File: config.mk
export PLATFORM = sky130hd
export DESIGN_NAME = assoc_tag_lookup
export DESIGN_NICKNAME = d
export VERILOG_FILES = /design/src/rtl/assoc_tag_lookup.sv
export SDC_FILE = /design/constraint.sdc
export NUM_CORES = 2
export LEC_CHECK = 0
export CAP_MARGIN = 10
export CORE_AREA = 2 2 405 407
export CTS_BUF_LIST = sky130_fd_sc_hd__clkbuf_4 sky130_fd_sc_hd__clkbuf_8 sky130_fd_sc_hd__clkbuf_16
export DETAILED_ROUTE_END_ITERATION = 12
export DIE_AREA = 0 0 407 409
export DONT_BUFFER_PORTS = 1
export GPL_ROUTABILITY_DRIVEN = 0
export SYNTH_ARGS = -nofsm -noshare
export SYNTH_HDL_FRONTEND = slang
export SYNTH_SLANG_ARGS = --single-unit
export TNS_END_PERCENT = 30
File: constraint.sdc
create_clock -name clk -period 3.9 [get_ports clk]
set_input_delay 0.585 -clock clk [delete_from_list [all_inputs] [get_ports clk]]
set_output_delay 0.585 -clock clk [all_outputs]
set_load 0.005 [all_outputs]
File: src/rtl/assoc_tag_lookup.sv
`timescale 1ns/1ps
// assoc_tag_lookup
// N-way set-associative tag store and hit detector for the data cache.
// Holds per-set tags and valid bits, registers the lookup result one cycle
// after the request, reports a one-hot hit vector plus a refill victim way,
// keeps per-set replacement state and runs a SETS-cycle flush that
// invalidates every line.
//
// Optional feature macro: HIT_LRU_EN
//   defined   -> true LRU replacement (WAY_W-bit age per way per set)
//   undefined -> round-robin replacement (WAY_W-bit pointer per set)
//
// Ports:
//   clk            rising-edge clock
//   rst_n          asynchronous active-low reset
//   i_lookup_valid lookup request this cycle
//   i_lookup_idx   set index of the lookup
//   i_lookup_tag   tag to compare
//   o_hit_valid    registered: lookup result valid this cycle
//   o_hit          registered: OR of o_hit_way
//   o_hit_way      registered: one-hot lowest matching way
//   o_victim_way   registered: refill way for the looked-up set
//   i_fill_valid   write a tag into a way (sets its valid bit)
//   i_fill_idx     set to fill
//   i_fill_way     way to fill
//   i_fill_tag     tag written
//   i_flush        pulse: start invalidation of all sets
//   o_busy         flush in progress; lookups and fills are ignored
module assoc_tag_lookup #(
  parameter int WAYS  = 4,
  parameter int SETS  = 16,
  parameter int TAG_W = 28,
  parameter int IDX_W = $clog2(SETS),
  parameter int WAY_W = $clog2(WAYS)
) (
  input  logic             clk,
  input  logic             rst_n,
  input  logic             i_lookup_valid,
  input  logic [IDX_W-1:0] i_lookup_idx,
  input  logic [TAG_W-1:0] i_lookup_tag,
  output logic             o_hit_valid,
  output logic             o_hit,
  output logic [WAYS-1:0]  o_hit_way,
  output logic [WAY_W-1:0] o_victim_way,
  input  logic             i_fill_valid,
  input  logic [IDX_W-1:0] i_fill_idx,
  input  logic [WAY_W-1:0] i_fill_way,
  input  logic [TAG_W-1:0] i_fill_tag,
  input  logic             i_flush,
  output logic             o_busy
);

  typedef enum logic [0:0] {ST_IDLE, ST_FLUSH} state_t;

  state_t           r_state, w_state_next;
  logic [IDX_W-1:0] r_cnt, w_cnt_next;

  logic [TAG_W-1:0] r_tag   [SETS][WAYS];
  logic [WAYS-1:0]  r_valid [SETS];

  logic             r_hit_valid;
  logic             r_hit;
  logic [WAYS-1:0]  r_hit_way;
  logic [WAY_W-1:0] r_victim_way;

  logic             w_lookup_acc;
  logic             w_fill_acc;
  logic             w_same_set;
  logic [WAYS-1:0]  w_set_valid;
  logic [WAYS-1:0]  w_match;
  logic [WAYS-1:0]  w_hit_way;
  logic             w_any_inval;
  logic [WAY_W-1:0] w_inval_idx;
  logic [WAY_W-1:0] w_repl_idx;
  logic [WAY_W-1:0] w_victim;

  // ---------------- flush FSM ----------------
  always_ff @(posedge clk or negedge rst_n) begin
    if (!rst_n) begin
      r_state <= ST_IDLE;
      r_cnt   <= '0;
    end else begin
      r_state <= w_state_next;
      r_cnt   <= w_cnt_next;
    end
  end

  always_comb begin
    w_state_next = r_state;
    w_cnt_next   = r_cnt;
    case (r_state)
      ST_IDLE: begin
        if (i_flush) begin
          w_state_next = ST_FLUSH;
          w_cnt_next   = '0;
        end
      end
      ST_FLUSH: begin
        if (r_cnt == IDX_W'(SETS - 1)) begin
          w_state_next = ST_IDLE;
          w_cnt_next   = '0;
        end else begin
          w_cnt_next = r_cnt + 1'b1;
        end
      end
      default: w_state_next = ST_IDLE;
    endcase
  end

  assign o_busy       = (r_state == ST_FLUSH);
  assign w_lookup_acc = i_lookup_valid & (r_state == ST_IDLE);
  assign w_fill_acc   = i_fill_valid & (r_state == ST_IDLE);
  assign w_same_set   = w_fill_acc & (i_fill_idx == i_lookup_idx);

  // ---------------- match / victim ----------------
  // All reads happen before the edge, so a same-cycle fill is not visible
  // to the lookup (read before write).
  assign w_set_valid = r_valid[i_lookup_idx];

  for (genvar gi = 0; gi < WAYS; gi++) begin : g_match
    assign w_match[gi] = w_set_valid[gi] & (r_tag[i_lookup_idx][gi] == i_lookup_tag);
  end

  // Isolate the lowest set bit so duplicate tags still yield a one-hot vector.
  assign w_hit_way = w_match & (~w_match + 1'b1);

  // Lowest-index invalid way; scanned high to low so the lowest wins.
  always_comb begin
    w_any_inval = 1'b0;
    w_inval_idx = '0;
    for (int i = WAYS - 1; i >= 0; i--) begin
      if (!w_set_valid[i]) begin
        w_any_inval = 1'b1;
        w_inval_idx = WAY_W'(i);
      end
    end
  end

  assign w_victim = w_any_inval ? w_inval_idx : w_repl_idx;

  // ---------------- tag / valid storage ----------------
  always_ff @(posedge clk) begin
    if (w_fill_acc) begin
      r_tag[i_fill_idx][i_fill_way] <= i_fill_tag;
    end
  end

  always_ff @(posedge clk or negedge rst_n) begin
    if (!rst_n) begin
      for (int s = 0; s < SETS; s++) begin
        r_valid[s] <= '0;
      end
    end else if (r_state == ST_FLUSH) begin
      r_valid[r_cnt] <= '0;
    end else if (w_fill_acc) begin
      r_valid[i_fill_idx][i_fill_way] <= 1'b1;
    end
  end

  // ---------------- replacement state ----------------
`ifdef HIT_LRU_EN
  typedef logic [WAYS-1:0][WAY_W-1:0] age_vec_t;

  localparam logic [WAY_W-1:0] AGE_MAX = WAY_W'(WAYS - 1);

  age_vec_t         r_age [SETS];
  age_vec_t         w_age_set;
  logic [WAY_W-1:0] w_hit_idx;
  logic             w_hit_upd;

  function automatic age_vec_t age_init();
    age_vec_t res;
    for (int i = 0; i < WAYS; i++) begin
      res[i] = WAY_W'(i);
    end
    return res;
  endfunction

  // Mark way w most-recently-used: younger ways age by one, w becomes 0.
  function automatic age_vec_t lru_touch(input age_vec_t ages, input logic [WAY_W-1:0] w);
    age_vec_t res;
    res = ages;
    for (int i = 0; i < WAYS; i++) begin
      if (ages[i] < ages[w]) begin
        res[i] = ages[i] + 1'b1;
      end
    end
    res[w] = '0;
    return res;
  endfunction

  assign w_age_set = r_age[i_lookup_idx];

  always_comb begin
    w_repl_idx = '0;
    w_hit_idx  = '0;
    for (int i = 0; i < WAYS; i++) begin
      if (w_age_set[i] == AGE_MAX) w_repl_idx = WAY_W'(i);
      if (w_hit_way[i])            w_hit_idx  = WAY_W'(i);
    end
  end

  // A fill to the same set wins; the hit update is dropped in that case.
  assign w_hit_upd = w_lookup_acc & (|w_match) & ~w_same_set;

  always_ff @(posedge clk or negedge rst_n) begin
    if (!rst_n) begin
      for (int s = 0; s < SETS; s++) begin
        r_age[s] <= age_init();
      end
    end else if (r_state == ST_FLUSH) begin
      r_age[r_cnt] <= age_init();
    end else begin
      if (w_fill_acc) begin
        r_age[i_fill_idx] <= lru_touch(r_age[i_fill_idx], i_fill_way);
      end
      if (w_hit_upd) begin
        r_age[i_lookup_idx] <= lru_touch(w_age_set, w_hit_idx);
      end
    end
  end
`else
  logic [WAY_W-1:0] r_ptr [SETS];

  assign w_repl_idx = r_ptr[i_lookup_idx];

  // Pointer advances on fills only; WAYS is a power of two so it wraps.
  always_ff @(posedge clk or negedge rst_n) begin
    if (!rst_n) begin
      for (int s = 0; s < SETS; s++) begin
        r_ptr[s] <= '0;
      end
    end else if (r_state == ST_FLUSH) begin
      r_ptr[r_cnt] <= '0;
    end else if (w_fill_acc) begin
      r_ptr[i_fill_idx] <= r_ptr[i_fill_idx] + 1'b1;
    end
  end
`endif

  // ---------------- registered result ----------------
  always_ff @(posedge clk or negedge rst_n) begin
    if (!rst_n) begin
      r_hit_valid  <= 1'b0;
      r_hit        <= 1'b0;
      r_hit_way    <= '0;
      r_victim_way <= '0;
    end else begin
      r_hit_valid <= w_lookup_acc;
      r_hit       <= w_lookup_acc & (|w_match);
      r_hit_way   <= w_lookup_acc ? w_hit_way : '0;
      if (w_lookup_acc) begin
        r_victim_way <= w_victim;
      end
    end
  end

  assign o_hit_valid  = r_hit_valid;
  assign o_hit        = r_hit;
  assign o_hit_way    = r_hit_way;
  assign o_victim_way = r_victim_way;

endmodule

==> run metrics <==
critical path fanouts, max 368; DRC violations left 0; number of fillers in the final layout 12500; leakage power 29.2 nW; clock tree from TritonCTS yes; Total Die Area 0.166 mm²; sum of negative setup slack -1.78 ns; area delta synth->final 13.4%; endpoint required time on the critical path 4.63 ns; standard cell core area 0.162 mm²; Post-Syn Area per Cell 19.2 µm²; Rows 148; PnR Total Power ~45 mW; number of distinct library cells after synthesis 83; share of flip-flops with an asynchronous set or reset 0.0573; total of max-cap violations 0; hold buffer count at cts 34; endpoint kind of the worst setup timing path register; initial core utilization 0.477; sequential cell area fraction in the yosys report 0.731; violations in the final reports slew limit, setup timing; number of cells in the finished layout apart from fillers 6494; via count 41800; Slew Viols, Final 342; number of buffers added for setup after CTS 0; Cell Area, Synth 0.0773 mm²; placed instance count 6105; beginning of the critical path i_lookup_idx[0]; Port Buffers 0; CTS sink cnt 1901; Top-Level Pins 80; fmax 0.228 GHz; worst setup slack before clock tree synthesis 0.133 ns; total of endpoints with negative setup slack in the final report 5; die height 409 µm; kind of path behind the tightest hold check input port to register; number of synthesized flops with an enable pin 1792; result of the run finished, violations left; FF+latch count, synth 1901; number of standard cells after synthesis 4017; power density over cell area 514 mW/mm²; maximum count of clock buffers along a single path 3; antenna violations before repair 10; total of cells resized after clock tree synthesis 0; Hold Vio Cnt, Final 0; clock buffer count from CTS 193; post-detailed-route wirelength per cell 36.2 µm; CTS HTree Levels 4; global-route wire length before repair 327000 µm; kind of launch point of the worst setup path input port; post-route standard cell area excluding fillers between 0.08 and 0.09 mm²; HPWL after detailed placement 132000 µm; fin nets 4234; first-pass iteration count of the detailed router 5; Syn Nets 4092; number of global-route vias before repair roughly 41000; total global routing overflow 0; count of cells along the worst hold path 1; warning count from the yosys run 0; startpoint of the worst register-to-register path o_busy$_DFF_PN0_; Worst IR Drop VDD 0.000484 V; clock latency reported for the late side of the worst-skew pair 0.86 ns; FF-to-FF setup slack 0.70 ns; min setup slack post-route -0.495 ns; Arrival @ worst endpoint 5.13 ns; total global routing track utilization 0.285; Die Width between 400 and 500 µm; clock root buffer clkbuf_16; Clock transition at path regs approximately 0.070 ns; Rel. slew slack -0.402; Setup CP Type input port to register; endpoint of the most critical setup path o_hit_way[3]$_DFF_PN0_; remaining antenna violation count after routing 0; final worst-path cycle share 1.13; dominant synthesized flop cell edfxtp_1; final WL 235000 µm; post-layout minimum cycle time 4.39 ns; Slew @ Worst Pin 2.10 ns; Fin Clk Skew 0.0564 ns; number of cell instances on the worst register-to-register path 5; drt via density 6.44; Initial DRC Count 6162; capture instance of the worst register-to-register path r_tag[4][33]$_DFFE_PP_; post-placement cell area roughly 0.080 mm²; RSZ-0062 raised after global routing no; maximum number of pins on one net before global-route repair 392; share of layout cells above drive strength 1 0.228
==> how the worst min path moves through the flow <==
stage                     slack (ns)                endpoint           from
after detailed placement        0.30    r_cnt[1]$_DFFE_PN0P_          rst_n
after global placement          0.30    r_cnt[0]$_DFFE_PN0P_          rst_n
final                            0.1  r_tag[0][32]$_DFFE_PP_  i_fill_tag[4]
after global routing            0.09  r_tag[0][32]$_DFFE_PP_  i_fill_tag[4]
after CTS                       0.07   r_ptr[20]$_DFFE_PN0P_  i_fill_idx[3]
after floorplan                 0.29        o_busy$_DFF_PN0_          rst_n
==> layout make-up <==
| type | instances | area (µm²) | area share |
|---|---|---|---|
| Sequential cell | 1901 | 56500 | 0.645 |
| Inverter | 33 | 126 | 0.00144 |
| Tap cell | 2175 | 2720 | 0.0310 |
| Multi-Input combinational cell | 1857 | 19700 | 0.225 |
| Timing Repair Buffer | 173 | 1970 | 0.0224 |
| Antenna cell | 2 | 5.00 | 0.0000571 |
| Clock inverter | 117 | 1400 | 0.0160 |
| Clock buffer | 236 | 5190 | 0.0592 |
==> cell families after synthesis <==
family          synth area share
flops                      0.731
mux                        0.154
compound gates            0.0455
simple gates              0.0293
buf+inv                   0.0204
xor+xnor                  0.0187
fa+ha+maj               0.000647
==> worst max-delay path: stages <==
cell and delay [ns]:
inv_4 1.04, buf_4 0.31, mux2i_1 0.25, xnor2_1 0.09, nor2_1 0.44, nand4_1 0.33
a221oi_2 0.37, nand4_1 0.32, and3_1 0.28, nor2b_1 0.13
==> state kept, by name, summed over array words and instances (netlist names) <==
| name | flops |
|---|---|
| r_cnt | 4 |
| o_hit_way | 4 |
| o_hit | 1 |
| o_busy | 1 |
| r_tag | 1792 |
| r_ptr | 32 |
| o_victim_way | 2 |
| o_hit_valid | 1 |
| r_valid | 64 |
==> routing by layer <==
layer,GRT usage,vias to the layer above,share of wire
met3,0.0572,422,0.098
li1,-,16700,-
met5,0,-,0.00017
met1,0.404,22400,0.40
met2,0.441,2321,0.47
met4,0.0980,6,0.037
==> metrics by stage <==
stage / utilization / hold WS [ns]
finish: 0.541 / 0.0955
floorplan: - / 0.289
global placement: 0.495 / 0.298
CTS: 0.541 / 0.0679
detailed placement: 0.495 / 0.298
global route: 0.541 / 0.0937
==> Yosys cell counts (57+ instances only) <==
master,n,share of area
clkbuf_1,57,0.0028
a21o_1,71,0.0069
xnor2_1,136,0.015
mux2i_1,304,0.039
nand3_1,76,0.0049
edfxtp_1,1792,0.70
o21ai_0,61,0.0039
nand2_1,135,0.0066
mux4_2,352,0.10
dfrtp_1,109,0.035
nor2_1,138,0.0067
buf_2,67,0.0043
a22oi_1,72,0.0070
==> where the power goes <==
group          switching (mW)  total (mW)  internal [mW]
Clock                    8.11        19.2           11.1
Sequential              0.207        22.8           22.6
Combinational            1.76        3.03           1.27
Total                    10.1        45.0           34.9
==> layout by cell type (no fill, tap or decap), types with 37 or more instances in the layout <==
cell and instances:
a22oi_1 72, a21o_1 71, clkbuf_4 37, nand3_1 75, clkbuf_16 193, xnor2_1 136
mux4_2 352, buf_4 133, a21oi_1 55, clkinv_1 42, nor2_1 73, o21ai_0 61
mux2i_1 304, edfxtp_1 1792, mux2_2 40, dfrtp_1 109, nand2_1 134, nor2_4 65
No activity file was read; power rests on OpenSTA's default activity.
